### config.mk
export PLATFORM = sky130hd
export DESIGN_NAME = mem_lsu
export DESIGN_NICKNAME = d
export VERILOG_FILES = /design/src/rtl/mem_pkg.sv /design/src/rtl/mem_load_ext.sv /design/src/rtl/mem_lsu.sv
export SDC_FILE = /design/constraint.sdc
export NUM_CORES = 1
export LEC_CHECK = 0
export BUFFER_PORTS_ARGS = -buffer_cell sky130_fd_sc_hd__buf_2
export CORE_MARGIN = 2
export CORE_UTILIZATION = 30
export DETAILED_ROUTE_END_ITERATION = 7
export PLACE_DENSITY_LB_ADDON = 0.3
export RECOVER_POWER = 25
export SYNTH_ARGS = -nofsm -noshare
export SYNTH_HDL_FRONTEND = slang
export SYNTH_SLANG_ARGS = --single-unit
export TNS_END_PERCENT = 20
### constraint.sdc
create_clock -name clk -period 3.7 [get_ports clk]
set_input_delay 0.185 -clock clk [delete_from_list [all_inputs] [get_ports clk]]
set_output_delay 0.185 -clock clk [all_outputs]
set_load 0.05 [all_outputs]
### src/rtl/mem_pkg.sv
// mem_pkg: FSM state encoding, funct3 access-size constants and lane helpers shared by mem_lsu.
package mem_pkg;

   typedef enum logic [1:0] {S_IDLE, S_REQ, S_WAIT} state_t;

   localparam logic [2:0] F3_B  = 3'b000;
   localparam logic [2:0] F3_H  = 3'b001;
   localparam logic [2:0] F3_W  = 3'b010;
   localparam logic [2:0] F3_BU = 3'b100;
   localparam logic [2:0] F3_HU = 3'b101;

   // Size comes from funct3[1:0]; every code that is neither byte nor half is a word.
   function automatic logic is_byte(input logic [2:0] f3);
      return f3[1:0] == F3_B[1:0];
   endfunction

   function automatic logic is_half(input logic [2:0] f3);
      return f3[1:0] == F3_H[1:0] && F3_HU[1:0] == F3_H[1:0];
   endfunction

   function automatic logic is_unsigned(input logic [2:0] f3);
      return f3[2] == F3_BU[2];
   endfunction

   function automatic logic [3:0] byte_en(input logic [2:0] f3, input logic [1:0] a);
      return is_byte(f3) ? 4'b0001 << a : is_half(f3) ? (a[1] ? 4'b1100 : 4'b0011) : 4'b1111;
   endfunction

   function automatic logic misaligned(input logic [2:0] f3, input logic [1:0] a);
      return is_byte(f3) ? 1'b0 : is_half(f3) ? a[0] : (a != 2'b00 && f3[1] == F3_W[1]);
   endfunction

endpackage

### src/rtl/mem_load_ext.sv
// mem_load_ext: picks the byte/halfword lane of a load word and sign- or zero-extends it.
module mem_load_ext
   import mem_pkg::*;
(
   input  logic [31:0] rdata,
   input  logic [1:0]  addr_lo,
   input  logic [2:0]  funct3,
   output logic [31:0] data
);

   logic [7:0]  b;
   logic [15:0] h;
   logic        sx;

   assign b    = rdata[{addr_lo, 3'b000} +: 8];
   assign h    = addr_lo[1] ? rdata[31:16] : rdata[15:0];
   assign sx   = !is_unsigned(funct3);
   assign data = is_byte(funct3) ? {{24{sx & b[7]}}, b}
               : is_half(funct3) ? {{16{sx & h[15]}}, h}
               : rdata;

endmodule

### src/rtl/mem_lsu.sv
// mem_lsu: MEM-stage load/store unit with a req/gnt/rvalid data bus and WAIT timeout.
// Define MEM_MISALIGN_TRAP_EN to trap misaligned halfword/word accesses instead of issuing them.
module mem_lsu
   import mem_pkg::*;
#(
   parameter int TIMEOUT_CYC = 255
) (
   input  logic        clk,
   input  logic        rst,
   input  logic        ex_valid,
   input  logic        mem_read,
   input  logic        mem_write,
   input  logic [2:0]  funct3,
   input  logic [31:0] alu_result,
   input  logic [31:0] store_data,
   input  logic [4:0]  rd,
   output logic        stall,
   output logic        dmem_req,
   output logic        dmem_we,
   output logic [31:0] dmem_addr,
   output logic [3:0]  dmem_be,
   output logic [31:0] dmem_wdata,
   input  logic        dmem_gnt,
   input  logic        dmem_rvalid,
   input  logic [31:0] dmem_rdata,
   output logic        wb_valid,
   output logic [4:0]  wb_rd,
   output logic [31:0] wb_data,
   output logic        bus_err,
   output logic        misalign
);

   localparam int CW = $clog2(TIMEOUT_CYC + 1);

   state_t        state, state_d;
   logic [31:0]   addr_q, sdata_q, ld_data;
   logic [2:0]    f3_q;
   logic [4:0]    rd_q;
   logic          we_q;
   logic [CW-1:0] cnt;
   logic          accept, mem_op, trap, timeout;

   assign accept  = state == S_IDLE && ex_valid;
   assign mem_op  = mem_read | mem_write;
   assign timeout = state == S_WAIT && !dmem_rvalid && cnt == CW'(TIMEOUT_CYC - 1);

`ifdef MEM_MISALIGN_TRAP_EN
   logic mis_q;
   assign trap     = misaligned(funct3, alu_result[1:0]);
   assign misalign = mis_q;
   always_ff @(posedge clk) begin
      if (rst) mis_q <= 1'b0;
      else mis_q <= accept && mem_op && trap;
   end
`else
   assign trap     = 1'b0;
   assign misalign = 1'b0;
`endif

   always_comb begin
      state_d = state;
      case (state)
         S_IDLE:  state_d = (accept && mem_op && !trap) ? S_REQ : S_IDLE;
         S_REQ:   state_d = !dmem_gnt ? S_REQ : we_q ? S_IDLE : S_WAIT;
         S_WAIT:  state_d = (dmem_rvalid || timeout) ? S_IDLE : S_WAIT;
         default: state_d = S_IDLE;
      endcase
   end

   always_ff @(posedge clk) begin
      if (rst) begin
         state    <= S_IDLE;
         addr_q   <= '0;
         sdata_q  <= '0;
         f3_q     <= '0;
         rd_q     <= '0;
         we_q     <= 1'b0;
         cnt      <= '0;
         wb_valid <= 1'b0;
         wb_rd    <= '0;
         wb_data  <= '0;
         bus_err  <= 1'b0;
      end else begin
         state    <= state_d;
         cnt      <= (state == S_WAIT) ? cnt + 1'b1 : '0;
         wb_valid <= 1'b0;
         bus_err  <= timeout;
         if (accept && mem_op) begin
            addr_q  <= alu_result;
            sdata_q <= store_data;
            f3_q    <= funct3;
            rd_q    <= rd;
            we_q    <= mem_write;
         end else if (accept) begin
            wb_valid <= 1'b1;
            wb_rd    <= rd;
            wb_data  <= alu_result;
         end
         if (state == S_WAIT && dmem_rvalid) begin
            wb_valid <= 1'b1;
            wb_rd    <= rd_q;
            wb_data  <= ld_data;
         end
      end
   end

   mem_load_ext u_ext (
      .rdata   (dmem_rdata),
      .addr_lo (addr_q[1:0]),
      .funct3  (f3_q),
      .data    (ld_data)
   );

   assign stall      = state != S_IDLE;
   assign dmem_req   = state == S_REQ;
   assign dmem_we    = dmem_req & we_q;
   assign dmem_addr  = {addr_q[31:2], 2'b00};
   assign dmem_be    = dmem_req ? byte_en(f3_q, addr_q[1:0]) : 4'b0000;
   assign dmem_wdata = is_byte(f3_q) ? {4{sdata_q[7:0]}}
                     : is_half(f3_q) ? {2{sdata_q[15:0]}}
                     : sdata_q;

endmodule

# Yosys cells after proc, flatten, opt, wreduce, memory -nomap -nowiden

Cells that the tools add are included.

Register bits after elaboration: 122
Output and inout bits: 111

Add/sub/neg operators: 1
Equality and inequality tests: 5
Shift-type cells: 2
Multiplexer cells: 23
Bitwise logic cells: 5
Reduce and logical (&&, ||, !) cells: 14

Operator list:

| operator              | number |
|---|---|
| $mux W32              | 7 |
| $shiftx A32 B6 Y8     | 1 |
| $mux W16              | 1 |
| $mux W4               | 4 |
| $mux W5               | 3 |
| $add A8 B1 Y8 const B | 1 |
| $eq A8 B8 Y1 const B  | 1 |
| $mux W2               | 3 |
| $pmux W2 S3           | 1 |
| $logic_and A1 B1 Y1   | 5 |
| $eq A2 B1 Y1 const B  | 2 |
| $logic_not A2 Y1      | 2 |
| $mux W1               | 4 |
| $reduce_bool A2 Y1    | 2 |
| $shl A1 B2 Y4 const A | 1 |
| $and A1 B1 Y1         | 3 |
| $eq A2 B2 Y1 const B  | 1 |
| $logic_not A1 Y1      | 2 |
| $ne A2 B1 Y1 const B  | 1 |
| $reduce_and A2 Y1     | 1 |
| $reduce_or A2 Y1      | 1 |
| $logic_or A1 B1 Y1    | 1 |
| $not A1 Y1            | 1 |
| $or A1 B1 Y1          | 1 |

# Depth between registers and ports, before layout

Gate-level depths: netlist (run 1).

Word-level depth: 6
Gate-level depth with buffers: 7
Depth with buffers taken out: 5

# By module

A second synthesis (run 1) with hierarchy kept.

Cell total of the unflattened synthesis: 797
Area, all modules: 6,683.9 µm²

By module, submodules not included:

| module       | instances | cells an instance | area each (µm²) | seq. area each (µm²) |
|---|---|---|---|---|
| mem_lsu      | 1         | 662               | 5,666.7         | 2,442.3 |
| mem_load_ext | 1         | 135               | 1,017.2         | 0.0 |

# Worst setup path after synthesis (run 1)

OpenSTA, ideal clock, no wires.

Kind: reg2out
From: register f3_q[0]
To: output dmem_wdata[24]
Data arrival time: 2,217 ps
Slack: 1,298 ps
Cell stages (with the launch flop): 5
Cells stage by stage: dfxtp_1 clkbuf_1 buf_1 mux2i_1 o21ai_0

Word-level cells in the longest chain between the ends: 3
Elaborated cells on any way between the ends: 4
Those cells by class: eq/ne (1); mux (2); reduce/logical (1)

Ends and longest elaborated chain:

| element                  | line           | source |
|---|---|---|
| start: declaration       | mem_lsu.sv:37  | `logic [2:0] f3_q;` |
| start signal: assignment | mem_lsu.sv:91  | `f3_q <= funct3;` |
| $eq A2 B1 Y1             | mem_pkg.sv:18  | `return f3[1:0] == F3_H[1:0] && F3_HU[1:0] == F3_H[1:0];` |
| $mux W32                 | mem_lsu.sv:120 | `: is_half(f3_q) ? {2{sdata_q[15:0]}}` |
| $mux W32 *               | mem_lsu.sv:119 | `assign dmem_wdata = is_byte(f3_q) ? {4{sdata_q[7:0]}}` |
| end: declaration         | mem_lsu.sv:22  | `output logic [31:0] dmem_wdata,` |

Every way passes the cells marked *; elsewhere a longest branch is shown, timed or not.

# Final worst setup path (run 1)

From: register f3_q[1]
To: output dmem_wdata[22]

The elaborated chain is that of the path after synthesis.

==> flow_summary.toml, run 1 <==
[grt]
track_usage_pct = 18.55
grt_pass1_wl_um = 31060
antenna_found_initial = 1
grt-ovfl-total = 0
grt_pass1_vias = 5588
grt_max_degree = 65

[floorplanning]
pin_count = 222
rows = 51
die_x_um = 145.7
dieArea_sq_um = 21220
die_h_um = 145.7
core-area_sq_um = 19590
start_util_pct = 30.74

[yosys]
avgSynthCellArea_sq_um = 8.127
synthTopCellsByArea = "dfxtp_1 (41%), nand2_1 (12%), a21oi_1 (7.9%)"
synthArstFlopShare_pct = 0
synth_warnings = 0
ys_types = 49
synth_area_leader_cell = "dfxtp_1"
netlist_area_sq_um = 6022
synthCells = 741
yosys_most_used_dff = "dfxtp_1"
synth_top_area_share_pct = 40.56
synth-seq-cells = 122
yosysSeqAreaShare_pct = 40.56
synth_edf_count = 0

[hold_path]
hp-class = "in -> reg"

[clock_tree]
numCtsBuffers = 17
clk_path_buf_depth = 2
root_buffer = "clkbuf_16"
htreeDepth = 4
clkLatencyLatePin_ns = 0.42
cts_setup_buffers = 0
cts_tree = "built"
clock_sinks = 122
clk_pin_slew_ns = 0.06

[sta]
fmax_mhz = 418.0
setup_tns_ns = 0
skew_ns = 0.01419
drv_slew = 0
rsz0062_at_grt = "false"
setup-violations-final = 0
worstMarginPinSlew_ns = 1.112
slew_headroom_pct = 23.73
fin_crit_ns = 2.392
finalCritPeriodShare_pct = 64.66
setup_ws_ns = 1.308
finalHoldViolations = 0

[final_layout]
layout_common_cells = "nand2_1 (189), buf_2 (161), dfxtp_1 (121), a21oi_1 (95), clkbuf_1 (57)"
drive_gt1_share_pct = 24.38
fin_nets = 1031
synthToLayoutAreaGrowth_pct = 29.00
fillers = 2113
multi_input_area_sq_um = 2997
register_area_sq_um = 2444
final_common_cell = "nand2_1"

[place]
io_buffers = 218
dp_hpwl_um = 14590
place_congestion = 0.8478
detailedPlace.worstSlack_ns = 1.312

[worst_setup_path]
crit_required_ns = 3.51
endpoint_kind = "primary output"
r2r_start = "state[0]$_SDFF_PP0_"
worst_ep_arrival_time_ns = 2.21
critPathKind = "reg -> out"
r2r_cells = 5
endpoint = "dmem_wdata[22]"
crit_start = "f3_q[1]$_SDFFE_PP0N_"
r2r_setup_slack_ns = 1.32
path_max_fanout = 41
start_kind = "flop"
worstReg2RegEnd = "sdata_q[14]$_SDFFE_PP0N_"

[detailed_routing]
initialDrtViolationCount = 320
drc = 0
drt-vias-per-instance = 4.901
drt_pass1_iterations = 6
drt-total-wl_um = 19940
avgRoutedWirePerCell_um = 16.66
num_vias = 5867
postRouteAntennaNets = 0

[power_and_ir_drop]
peakVddDrop_mv = 0.3103
p_per_area_nw_per_um2 = 496.0
power_leakage_nw = 3.109

[outcome]
status = "finished clean"

[run]
cap_violations = 0
## what timing repair did
action	CTS	global route
hold buffers	27	0
endpoints found under the hold margin	27	0
gates resized for setup	0	0
## report_power, final
group,leakage (nW),switching (mW),total [mW],internal [mW]
clock,0.275,0.645,1.66,1.01
combinational,1.84,0.537,0.751,0.214
sequential,0.996,0.0601,1.45,1.39
## layout make-up
type / count / share of cell area, %
well taps: 265 / 4.268
diodes: 1 / 0.03221
clock buffers: 18 / 5.653
inverters: 10 / 0.4832
flip-flops and latches: 122 / 31.45
repair buffers: 254 / 17.64
clock inverters: 14 / 1.900
multi-input cells: 513 / 38.57
## stage by stage
stage / utilization (%) / hold WS (ns) / instance area (sq um) / std cells / power [mW]
6_report: 39.66 / 0.01680 / 7769 / 1197 / 3.853
5_1_grt: 39.64 / 0.003764 / 7766 / 1196 / 4.021
4_1_cts: 40.01 / 0.00006459 / 7838 / 1196 / 3.902
3_5_place_dp: 35.63 / 0.4274 / 6980 / 1137 / 2.212
3_3_place_gp: 35.63 / 0.4178 / 6980 / 1137 / 2.210
2_1_floorplan: - / 0.2643 / 6030 / 743 / 2.019
## cell usage after synthesis, types with 4 or more instances
library cell,instances
clkbuf_1,41
inv_1,10
a211oi_1,5
o21ai_0,19
nand3b_1,10
nand2_1,189
o22ai_1,14
nand2b_1,5
a221oi_1,16
nor2_1,32
a221o_1,7
buf_4,42
nor2b_1,4
buf_2,7
mux2_2,8
mux2i_1,23
and4_1,8
buf_1,5
o2bb2ai_1,24
a21oi_1,95
dfxtp_1,122
mux4_2,8
nand3_1,11
## registers in the layout (all words and copies together), names as in the netlist
| register | flops |
|---|---|
| sdata_q | 32 |
| wb_rd | 5 |
| cnt | 8 |
| rd_q | 5 |
| f3_q | 3 |
| bus_err | 1 |
| addr_q | 32 |
| wb_valid | 1 |
| we_q | 1 |
| wb_data | 32 |
| state | 2 |
## per-layer routing
layer  global-route usage (%)  up-vias  part of all wire [%]
met1                    25.00     2775                    47
met4                    6.127        2                   1.8
li1                         -     2898                     -
met2                    28.94      172                    46
met3                    4.828       20                   4.9
met5                        0        -                 0.065
## worst min-delay path by stage
stage	slack (ns)	to	start	cells after the start
after detailed placement	0.43	bus_err$_SDFF_PP0_	dmem_rvalid	2
after floorplan	0.26	bus_err$_SDFF_PP0_	dmem_rvalid	1
after global placement	0.42	bus_err$_SDFF_PP0_	dmem_rvalid	2
after CTS	0.00006	sdata_q[23]$_SDFFE_PP0N_	store_data[23]	3
after global routing	0.004	addr_q[21]$_SDFFE_PP0N_	alu_result[21]	3
final	0.02	addr_q[11]$_SDFFE_PP0N_	alu_result[11]	3
## cell families (layout without fill, tap and decap cells)
| group | count (synthesis) | after routing | share of synthesized area (%) |
|---|---|---|---|
| adders and majority gates | 2 | 2 | 0.4155 |
| AOI/OAI and AO/OA | 190 | 190 | 19.80 |
| xor gates and xnor gates | 5 | 5 | 0.7273 |
| other | 1 | 4 | 0.06227 |
| DFF | 122 | 122 | 40.56 |
| muxes | 39 | 39 | 8.311 |
| and+or+nand+nor | 274 | 274 | 20.11 |
| buffers and inverters | 108 | 296 | 10.01 |
## worst max-delay path, stage by stage, from the launching register on
cell and delay (ns):
dfxtp_2 0.80, buf_4 0.41, mux2_2 0.37, buf_2 0.21
Note: power is estimated with default switching activity, not from simulation.
==> run 2: changes to the inputs <==
==> constraint.sdc (replaced) <==
create_clock -name clk -period 2.45 [get_ports clk]
set_input_delay 0.1225 -clock clk [delete_from_list [all_inputs] [get_ports clk]]
set_output_delay 0.1225 -clock clk [all_outputs]
set_load 0.05 [all_outputs]
==> flow_summary.toml, run 2 (synthesis gave the netlist of run 1 again) <==
[hold_path]
hp-class = "in -> reg"

[final_layout]
layout_common_cells = "nand2_1 (189), buf_2 (162), dfxtp_1 (121), a21oi_1 (95), dlygate4sd3_1 (73)"
top_regs = "addr_q x32, sdata_q x32, wb_data x32"
final_cells = 1249
final_common_cell = "nand2_1"
synthToLayoutAreaGrowth_pct = 39.10
num_antenna_cells = 0
fin_nets = 1084
fillers = 2037
drive_gt1_share_pct = 23.88

[power_and_ir_drop]
seqPwrFrac_pct = 34.9
power_leakage_nw = 3.400
power_mw = 6.242
p_per_area_nw_per_um2 = 745.2
power_switching_mw = 1.850
pwr-share-comb_pct = 19.6
switching_share_pct = 29.64
intPower_mw = 4.392
p_clk_share_pct = 45.5
peakVddDrop_mv = 0.4617

[sta]
finalHoldViolations = 0
fmax_mhz = 464.3
slew_headroom_pct = 17.13
fin_crit_ns = 2.154
finalCritPeriodShare_pct = 87.91
setup-violations-final = 0
setup_tns_ns = 0
skew_ns = 0.009362
rsz0062_at_grt = "false"
drv_slew = 0
worstMarginPinSlew_ns = 1.209

[place]
dp_hpwl_um = 14690
place_congestion = 0.8185
io_buffers = 218
place_inst = 1144

[worst_setup_path]
endpoint_kind = "primary output"
worst_path_max_delay_cell = "dfxtp_2"
worst_ep_arrival_time_ns = 2.03
critPathKind = "reg -> out"
path_max_fanout = 27
crit_family = "flip-flops"
crit_required_ns = 2.33
cp_num_buf_inv = 2
max_stage_delay_ns = 0.65
start_kind = "flop"
cp_cell_sequence = "buf_4 > mux2_2 > buf_2"

[run]
cap_violations = 0

[floorplanning]
start_util_pct = 30.74
core-area_sq_um = 19590
die_x_um = 145.7
dieArea_sq_um = 21220
die_h_um = 145.7
pin_count = 222
rows = 51

[grt]
grt_pass1_vias = 5923
track_usage_pct = 19.17
antenna_found_initial = 0
grt_pass1_wl_um = 32370
grt-ovfl-total = 0
grt_max_degree = 55

[clock_tree]
clock_sinks = 122
clk_path_buf_depth = 2
cts_setup_buffers = 0
root_buffer = "clkbuf_16"
numCtsBuffers = 17
htreeDepth = 4
cts_tree = "built"
clk_pin_slew_ns = 0.06
clkLatencyLatePin_ns = 0.42

[detailed_routing]
num_vias = 6164
postRouteAntennaNets = 0
drc = 0
drt-total-wl_um = 20860
drt_pass1_iterations = 4
avgRoutedWirePerCell_um = 16.70
initialDrtViolationCount = 383
drt-vias-per-instance = 4.935

[outcome]
status = "finished clean"
[run 2: final timing paths]
path,from,end,slack (ns),cells past startpoint
min reg2reg,addr_q[12]$_SDFFE_PP0N_,addr_q[12]$_SDFFE_PP0N_,0.45,2
max,f3_q[1]$_SDFFE_PP0N_,dmem_wdata[20],0.30,3
min,alu_result[7],addr_q[7]$_SDFFE_PP0N_,0.02,3
max reg2reg,addr_q[1]$_SDFFE_PP0N_,wb_data[17]$_SDFFE_PP0P_,0.33,4
[run 2: tightest hold or removal path: cells and delay by family]
kind                   cells  cell delay [ns]
AOI/OAI and AO/OA          1             0.05
and+or+nand+nor            1             0.07
buffers and inverters      1             0.14
[run 2: layer usage]
layer	part of all wire, %	track usage, %
met5	0	0
met4	2.4	6.520
met3	5.0	4.922
met2	46	29.86
met1	47	25.84
[run 2: layout make-up]
cell class / instances / area [sq um] / share of cell area, %
Multi-Input combinational cell: 513 / 2997 / 35.77
Sequential cell: 122 / 2444 / 29.17
Timing Repair Buffer: 307 / 1897 / 22.64
Clock buffer: 21 / 480.5 / 5.736
Tap cell: 265 / 331.6 / 3.958
Clock inverter: 11 / 190.2 / 2.270
Inverter: 10 / 37.54 / 0.4481
[run 2: per-stage QoR]
step                      instance area (sq um)  util, %  hold WS, ns  setup slack [ns]
final                                      8377    42.76      0.01906            0.2961
after global routing                       8377    42.76      0.02513            0.1484
after CTS                                  8447    43.12     0.007220            0.2709
after detailed placement                   7046    35.96       0.3701            0.3755
after global placement                     7046    35.96       0.3644            0.4475
after floorplan                            6030        -       0.2018            0.1102
[run 2: power by group through the flow]
stage | registers (mW) | clock network [mW] | logic (mW)
after floorplan | 2.29 | 0 | 0.755
after global placement | 2.22 | 0 | 1.14
final | 2.18 | 2.84 | 1.22
after CTS | 2.17 | 2.89 | 1.24
after global routing | 2.19 | 3.00 | 1.31
after detailed placement | 2.22 | 0 | 1.15
[run 2: what timing repair did]
action | 4_1_cts | 5_1_grt
endpoints found under the hold margin | 79 | 0
hold buffers | 73 | 0
resized for setup | 0 | 0
